### config.mk
export PLATFORM = sky130hd
export DESIGN_NAME = clk_div_prog
export DESIGN_NICKNAME = d
export VERILOG_FILES = /design/src/rtl/clk_div_prog.sv
export SDC_FILE = /design/constraint.sdc
export NUM_CORES = 1
export LEC_CHECK = 0
export CAP_MARGIN = 20
export CORE_AREA = 2 2 113 115
export CTS_CLUSTER_DIAMETER = 120
export DETAILED_ROUTE_END_ITERATION = 8
export DIE_AREA = 0 0 115 117
export GPL_TIMING_DRIVEN = 0
export PLACE_DENSITY = 0.84
export SLEW_MARGIN = 0
export SYNTH_ARGS = -nofsm -noshare
export SYNTH_HDL_FRONTEND = slang
export SYNTH_SLANG_ARGS = --single-unit
### constraint.sdc
create_clock -name CLKIN -period 2.49 [get_ports CLKIN]
set_input_delay 0.498 -clock CLKIN [delete_from_list [all_inputs] [get_ports CLKIN]]
set_output_delay 0.498 -clock CLKIN [all_outputs]
set_load 0.02 [all_outputs]
### src/rtl/clk_div_prog.sv
// clk_div_prog: multi-channel programmable clock-enable divider.
// Each channel divides CLKIN by a runtime divisor D (2 .. 2^DIV_W-1).
// The output is high for ceil(D/2) cycles and low for floor(D/2) cycles.
// A new divisor is held in a shadow register until the next period boundary.
// At that boundary it becomes active and LOAD_ACK pulses for one cycle.
// Optional feature macro: CLK_DIV_SYNC_EN adds a SYNC input. A SYNC pulse
// forces every enabled channel to start a new period on the same edge.
module clk_div_prog #(
  parameter int CHANNELS  = 4,
  parameter int DIV_W     = 8,
  parameter int RESET_DIV = 2
) (
  input  logic                      CLKIN,
  input  logic                      RST,
`ifdef CLK_DIV_SYNC_EN
  input  logic                      SYNC,
`endif
  input  logic [CHANNELS-1:0]       EN,
  input  logic [CHANNELS*DIV_W-1:0] DIV_IN,
  input  logic [CHANNELS-1:0]       LOAD,
  output logic [CHANNELS-1:0]       LOAD_ACK,
  output logic [CHANNELS-1:0]       CLKDV,
  output logic [CHANNELS-1:0]       TICK
);

  logic w_sync;

`ifdef CLK_DIV_SYNC_EN
  assign w_sync = SYNC;
`else
  assign w_sync = 1'b0;
`endif

  for (genvar g = 0; g < CHANNELS; g++) begin : g_ch
    logic [DIV_W-1:0] r_cnt;
    logic [DIV_W-1:0] r_act;
    logic [DIV_W-1:0] r_shd;
    logic             r_pend;
    logic             r_run;
    logic             r_clkdv;
    logic             r_tick;
    logic             r_ack;

    logic [DIV_W-1:0] w_slice;
    logic             w_loadOk;
    logic             w_lastCnt;
    logic             w_start;
    logic [DIV_W:0]   w_hi;
    logic [DIV_W:0]   w_cntNext;

    assign w_slice   = DIV_IN[g*DIV_W +: DIV_W];
    assign w_loadOk  = LOAD[g] && (w_slice > DIV_W'(1));
    assign w_lastCnt = (r_cnt == (r_act - DIV_W'(1)));
    assign w_start   = EN[g] && (!r_run || w_sync || w_lastCnt);
    assign w_hi      = ({1'b0, r_act} + (DIV_W+1)'(1)) >> 1;
    assign w_cntNext = {1'b0, r_cnt} + (DIV_W+1)'(1);

    // Per-channel counter, divisor hand-over and registered outputs.
    // A request captured on the same edge as a boundary is written after the
    // hand-over, so it waits for the following boundary.
    always_ff @(posedge CLKIN) begin
      if (RST) begin
        r_cnt   <= '0;
        r_act   <= DIV_W'(RESET_DIV);
        r_shd   <= DIV_W'(RESET_DIV);
        r_pend  <= 1'b0;
        r_run   <= 1'b0;
        r_clkdv <= 1'b0;
        r_tick  <= 1'b0;
        r_ack   <= 1'b0;
      end else begin
        if (w_start) begin
          r_cnt   <= '0;
          r_clkdv <= 1'b1;
          r_tick  <= 1'b1;
          r_run   <= 1'b1;
          if (r_pend) begin
            r_act  <= r_shd;
            r_pend <= 1'b0;
            r_ack  <= 1'b1;
          end else begin
            r_ack  <= 1'b0;
          end
        end else if (EN[g]) begin
          r_cnt   <= r_cnt + DIV_W'(1);
          r_clkdv <= (w_cntNext < w_hi);
          r_tick  <= 1'b0;
          r_ack   <= 1'b0;
        end else begin
          r_cnt   <= '0;
          r_clkdv <= 1'b0;
          r_tick  <= 1'b0;
          r_run   <= 1'b0;
          if (r_pend) begin
            r_act  <= r_shd;
            r_pend <= 1'b0;
            r_ack  <= 1'b1;
          end else begin
            r_ack  <= 1'b0;
          end
        end
        if (w_loadOk) begin
          r_shd  <= w_slice;
          r_pend <= 1'b1;
        end
      end
    end

    assign CLKDV[g]    = r_clkdv;
    assign TICK[g]     = r_tick;
    assign LOAD_ACK[g] = r_ack;
  end

endmodule

## Word-level counts from Yosys, hierarchy flattened

Cells that the tools add are included.

| operators by class | value |
|---|---|
| reductions and logical operators | 20 |
| equality and inequality tests | 12 |
| order comparisons | 8 |
| bitwise logic cells | 4 |
| mux-type cells | 52 |
| add/sub/neg operators | 16 |

Operator list:

| cell | number |
|---|---|
| 2-to-1 mux 8 bit | 12 |
| adder 8 x 1 -> 9 bit, second input constant | 8 |
| 2-to-1 mux 1 bit | 40 |
| less-than comparator 9 x 8 -> 1 bit | 4 |
| adder 8 x 1 -> 8 bit, second input constant | 4 |
| equality test 8 bit | 4 |
| greater-than comparator 8 x 1 -> 1 bit, second input constant | 4 |
| subtractor 8 x 1 -> 8 bit, second input constant | 4 |
| != test 3 x 1 -> 1 bit, second input constant | 4 |
| OR reduction 3 bit | 4 |
| logical AND 1 bit | 8 |
| != test 2 x 1 -> 1 bit, second input constant | 4 |
| zero test 1 bit | 4 |
| logical OR 1 bit | 4 |
| inverter 1 bit | 4 |

| storage, ports and cells | value |
|---|---|
| input port bits | 42 |
| flip-flop bits (word level) | 116 |

## Logic depth before layout (Yosys ltp)

| logic depth | value |
|---|---|
| depth in word-level cells | 6 |
| gate-level depth with buffers | 11 |

## Worst setup path before layout

OpenSTA, ideal clock, no wires.

| timing | value |
|---|---|
| kind | reg2reg |
| start | reg g_ch[1].r_act[0] |
| end | reg g_ch[1].r_act[2] |
| required time | 2362 ps |
| setup slack | -95 ps |
| data arrival time | 2458 ps |
| path buffers | 2 |
| stages on the path, launching flop included | 12 |
| cell sequence | dfxtp_1 -> clkbuf_1 -> inv_1 -> ha_1 -> o21ba_2 -> a221o_1 -> a2111oi_0 -> o31a_1 -> o21ai_1 -> buf_2 -> mux2i_1 -> nor2_1 |

| between the ends | value |
|---|---|
| cells in the longest elaborated chain, start to end | 5 |
| elaborated cells on any way between the ends | 6 |
| classes of those cells | add/sub: 1; eq/ne: 2; mux: 1; reduce/logical: 2 |

RTL lines:

| element | RTL line | text |
|---|---|---|
| start, declared | 36 | `logic [DIV_W-1:0] r_act;` |
| start signal, assigned | 64 | `r_act <= DIV_W'(RESET_DIV);` |
| start signal, assigned | 78 | `r_act <= r_shd;` |
| start signal, assigned | 95 | `r_act <= r_shd;` |
| subtractor 8 x 1 -> 8 bit (*) | 53 | `assign w_lastCnt = (r_cnt == (r_act - DIV_W'(1)));` |
| equality test 8 bit (*) | 53 |  |
| logical OR 1 bit (*) | 54 | `assign w_start = EN[g] && (!r_run \|\| w_sync \|\| w_lastCnt);` |
| logical AND 1 bit (*) | 54 |  |
| != test 2 x 1 -> 1 bit (no source line) / 2-to-1 mux 8 bit (equally long branches) | -- |  |

Every way passes the cells marked *; elsewhere a longest branch is shown, timed or not.
A chain may end at the register's enable or synchronous reset.

## Final worst setup path

| timing | value |
|---|---|
| start | reg g_ch[3].r_act[2] |
| end | reg g_ch[3].r_act[0] |

| between the ends | value |
|---|---|
| cells in the longest elaborated chain, start to end | 5 |
| elaborated cells on any way between the ends | 6 |
| classes of those cells | add/sub: 1; eq/ne: 2; mux: 1; reduce/logical: 2 |

RTL lines:

| element | RTL line |
|---|---|
| start, declared | 36 |
| start signal, assigned | 64 |
| start signal, assigned | 78 |
| start signal, assigned | 95 |
| subtractor 8 x 1 -> 8 bit (*) | 53 |
| equality test 8 bit (*) | 53 |
| logical OR 1 bit (*) | 54 |
| logical AND 1 bit (*) | 54 |
| != test 2 x 1 -> 1 bit (no source line) / 2-to-1 mux 8 bit (equally long branches) | -- |

Marked as above.

==> flow_summary_export.csv <==
group,metric,value,unit
outcome,status,"finished, violations left",
detailed_routing,vias,5441,
hold_path,hold_path_depth,3,
floorplan,io_pins,54,
sta,fin_crit,2550,ps
worst_setup_path,slowest_delay,530,ps
hold_path,hold_start,"LOAD[3]",
floorplan,die_y,117,um
global_route,grt_pass1_wl,24800,um
worst_setup_path,crit_fanout,6,
detailed_routing,drt_wl_total,14800,um
cts,hold_buffers,0,
yosys,syn_area,6310,um2
global_route,antenna_found_initial,0,
hold_path,hold_end,"g_ch[3].r_shd[2]",
cts,clk_path_buf_depth,2,
pwr,max-vdd-ir-drop,0.419,mV
yosys,ys.warnings.count,0,
yosys,ys_async_sr_fraction,0,
place,dp_hpwl,9970,um
cells_and_area,synthToLayoutAreaGrowth,24.2,%
global_route,gr-total-overflow,0,
sta,setup_tns,-207,ps
floorplan,rows,41,
place,port-buffer-count,48,
cts,root_buffer,"clkbuf_16",
sta,final_hold_viol_count,0,
sta,finalSetupViolCount,6,
worst_setup_path,cp.buffers_inverters,2,
sta,finalCritPeriodShare,1.02,
detailed_routing,wl_per_cell,15.3,um
sta,slew_viol_final,0,
yosys,yosys-top-cells-count,"116 x dfxtp_1, 86 x nand2_1, 72 x nor2_1",
yosys,netlist_instances,735,
cts,cts_sinks,116,
pwr,leakagePower,3.21,nW
sta,fin_ws,-57.4,ps
worst_setup_path,cp-start-kind,"flop",
worst_setup_path,crit_path_cell_trace,"buf_6 -> or4_4 -> nor4_4 -> nor3_2 -> a211o_1 -> a221o_1 -> a31oi_4 -> buf_6 -> mux2i_1",
cts,h-tree-depth,4,
floorplan,initial_utilization,0.513,
worst_setup_path,r2r-start,"g_ch[3].r_act[2]",
yosys,yosysSeqAreaShare,0.368,
worst_setup_path,rrSetupSlack,-60,ps
global_route,grt_pass1_vias,5284,
yosys,yosysTopAreaCell,"dfxtp_1",
cells_and_area,num_antenna_cells,0,
worst_setup_path,required,2830,ps
worst_setup_path,rr_endpoint,"g_ch[3].r_act[0]",
worst_setup_path,critPathMostFrequentCell,"buf_6",
detailed_routing,route.detailed.drc,0,
worst_setup_path,cp_data_arrival_time,2890,ps
global_route,grtUsageTotal,0.234,
yosys,dominantRegCellSynth,"dfxtp_1",
cells_and_area,layout.nets,890,
yosys,synth.net_count,817,
worst_setup_path,crit_type,"reg2reg",
pwr,p_per_area,620,nW/um2
global_route,grt_max_degree,17,
cells_and_area,seqCellArea,2330,um2
worst_setup_path,crit_slowest_cell,"or4_4",
yosys,synth.area.top_cells,"dfxtp_1 37%, ha_1 7.9%, xnor2_1 6.5%",
cts,clk_pin_slew,50,ps
place,placed_cells,933,
floorplan,core_area,12300,um2
hold_path,hold_path_class,"in2reg",
sta,max_slew.worst_pin.slew,960,ps
detailed_routing,vias_per_cell,5.62,
floorplan,die-area,13500,um2
cells_and_area,layout-drive-gt1-share,0.129,
place,gp_congestion,0.902,
yosys,post_synth.cell_area_avg,8.58,um2
yosys,synth_enable_flop_cells,0,
sta,slew_headroom,0.353,
yosys,synth_cell_type_count,52,
detailed_routing,drt_pass1_iterations,5,
yosys,ys_ff_latch,116,
cells_and_area,fill_cells,965,
cts,numCtsBuffers,17,
pwr,power,0.00485,W
cells_and_area,final_cell_area,7840,um2
worst_setup_path,crit_path_end_kind,"flop",
worst_setup_path,rr_worst_depth,9,
cts,insertion_delay,420,ps
floorplan,die_w,115,um
flow_run,cap_violations,0,
worst_setup_path,crit_family,"compound AO/OA/AOI/OAI gates",
sta,rsz0062_at_grt,"yes",
sta,fmax,0.393,GHz
cells_and_area,fin_util,0.636,
place,dpl_cell_area,6980,um2
detailed_routing,antenna_left,0,
yosys,yosysTopAreaCellShare,0.368,
yosys,yosysMostFrequentCell,"dfxtp_1",
outcome,violations,"negative setup slack",
cells_and_area,multi_input_area,3790,um2
detailed_routing,drtIter0Drc,270,
cts,cts_tree,"built",
sta,fin_skew,7.75,ps
cells_and_area,fin_cells,969,
==> stage by stage <==
stage	setup WS, ps	hold slack (ps)
3_3_place_gp	-307	442
2_1_floorplan	17.7	436
4_1_cts	-25.3	435
5_1_grt	-129	464
3_5_place_dp	-502	446
6_report	-57.4	442
==> metal layers <==
| metal | vias to the layer above | wire length (um) | global-route usage |
|---|---|---|---|
| met3 | 34 | 713 | 0.0520 |
| met5 | - | 0 | 0 |
| met4 | 0 | 375 | 0.108 |
| li1 | 2682 | - | - |
| met1 | 2570 | 6380 | 0.284 |
| met2 | 155 | 7360 | 0.397 |
==> power by group <==
part / internal, W / switching (W) / total [W]
Combinational: 0.000244 / 0.000256 / 0.000500
Sequential: 0.00192 / 0.0000500 / 0.00197
Clock: 0.00154 / 0.000842 / 0.00238
==> kinds of logic (layout without fill, tap and decap cells) <==
kind of cell	after synthesis	count (layout)	synth area share
AO/OA/AOI/OAI	104	104	0.119
XOR/XNOR	85	85	0.118
adder cells (fa/ha/maj)	40	40	0.0793
flip-flops	116	116	0.368
AND/OR/NAND/NOR	283	283	0.212
multiplexers	31	31	0.0492
buffers and inverters	76	160	0.0547
==> layout make-up <==
cell class / instances / share of cell area
multi-input combinational: 543 / 0.484
sequential: 116 / 0.298
timing repair buffer: 65 / 0.0786
clock buffer: 17 / 0.0543
buffer: 40 / 0.0303
tap: 150 / 0.0240
clock inverter: 13 / 0.0182
inverter: 25 / 0.0126
==> worst reg2reg max path, stage by stage, from the launching register on <==
cell	delay, ps
dfxtp_1	300
buf_6	120
or4_4	530
nor4_4	170
nor3_2	70
a211o_1	290
a221o_1	360
a31oi_4	250
buf_6	170
mux2i_1	200
==> how the worst max path moves through the flow <==
stage,startpoint,endpoint,slack (ps),cells past startpoint
after detailed placement,g_ch[1].r_act[0],g_ch[1].r_act[2],-500,11
after floorplan,g_ch[1].r_act[0],g_ch[1].r_act[2],20,11
final,g_ch[3].r_act[2],g_ch[3].r_act[0],-60,9
after CTS,g_ch[3].r_act[2],g_ch[3].r_act[0],-30,9
after global routing,g_ch[3].r_act[2],g_ch[3].r_act[0],-130,9
after global placement,g_ch[2].r_act[0],g_ch[2].r_act[1],-310,10
==> state kept, by name (all words and copies together) (netlist names) <==
signal,flops
g_ch.r_tick,4
g_ch.r_cnt,32
g_ch.r_act,32
g_ch.r_clkdv,4
g_ch.r_run,4
g_ch.r_pend,4
g_ch.r_ack,4
g_ch.r_shd,32
==> placed cells by master (no fill, tap or decap), types with 17 or more instances in the layout <==
cell / instances
nor2_1: 71
nand2_1: 86
a21oi_1: 29
xnor2_1: 47
clkbuf_1: 20
dfxtp_1: 108
clkdlybuf4s50_1: 48
clkbuf_16: 17
inv_1: 22
buf_4: 29
xor2_1: 38
mux2i_1: 30
nand3_1: 31
ha_1: 39
and3_1: 23
==> timing repair <==
item                                    4_1_cts  5_1_grt
endpoints found under the setup margin       56       61
pin swaps                                     6        9
gates resized for setup                      29       31
gates cloned                                  2        0
setup buffers                                 7        8
hold endpoints to repair                      0        0
Note: power is estimated with default switching activity, not from simulation.
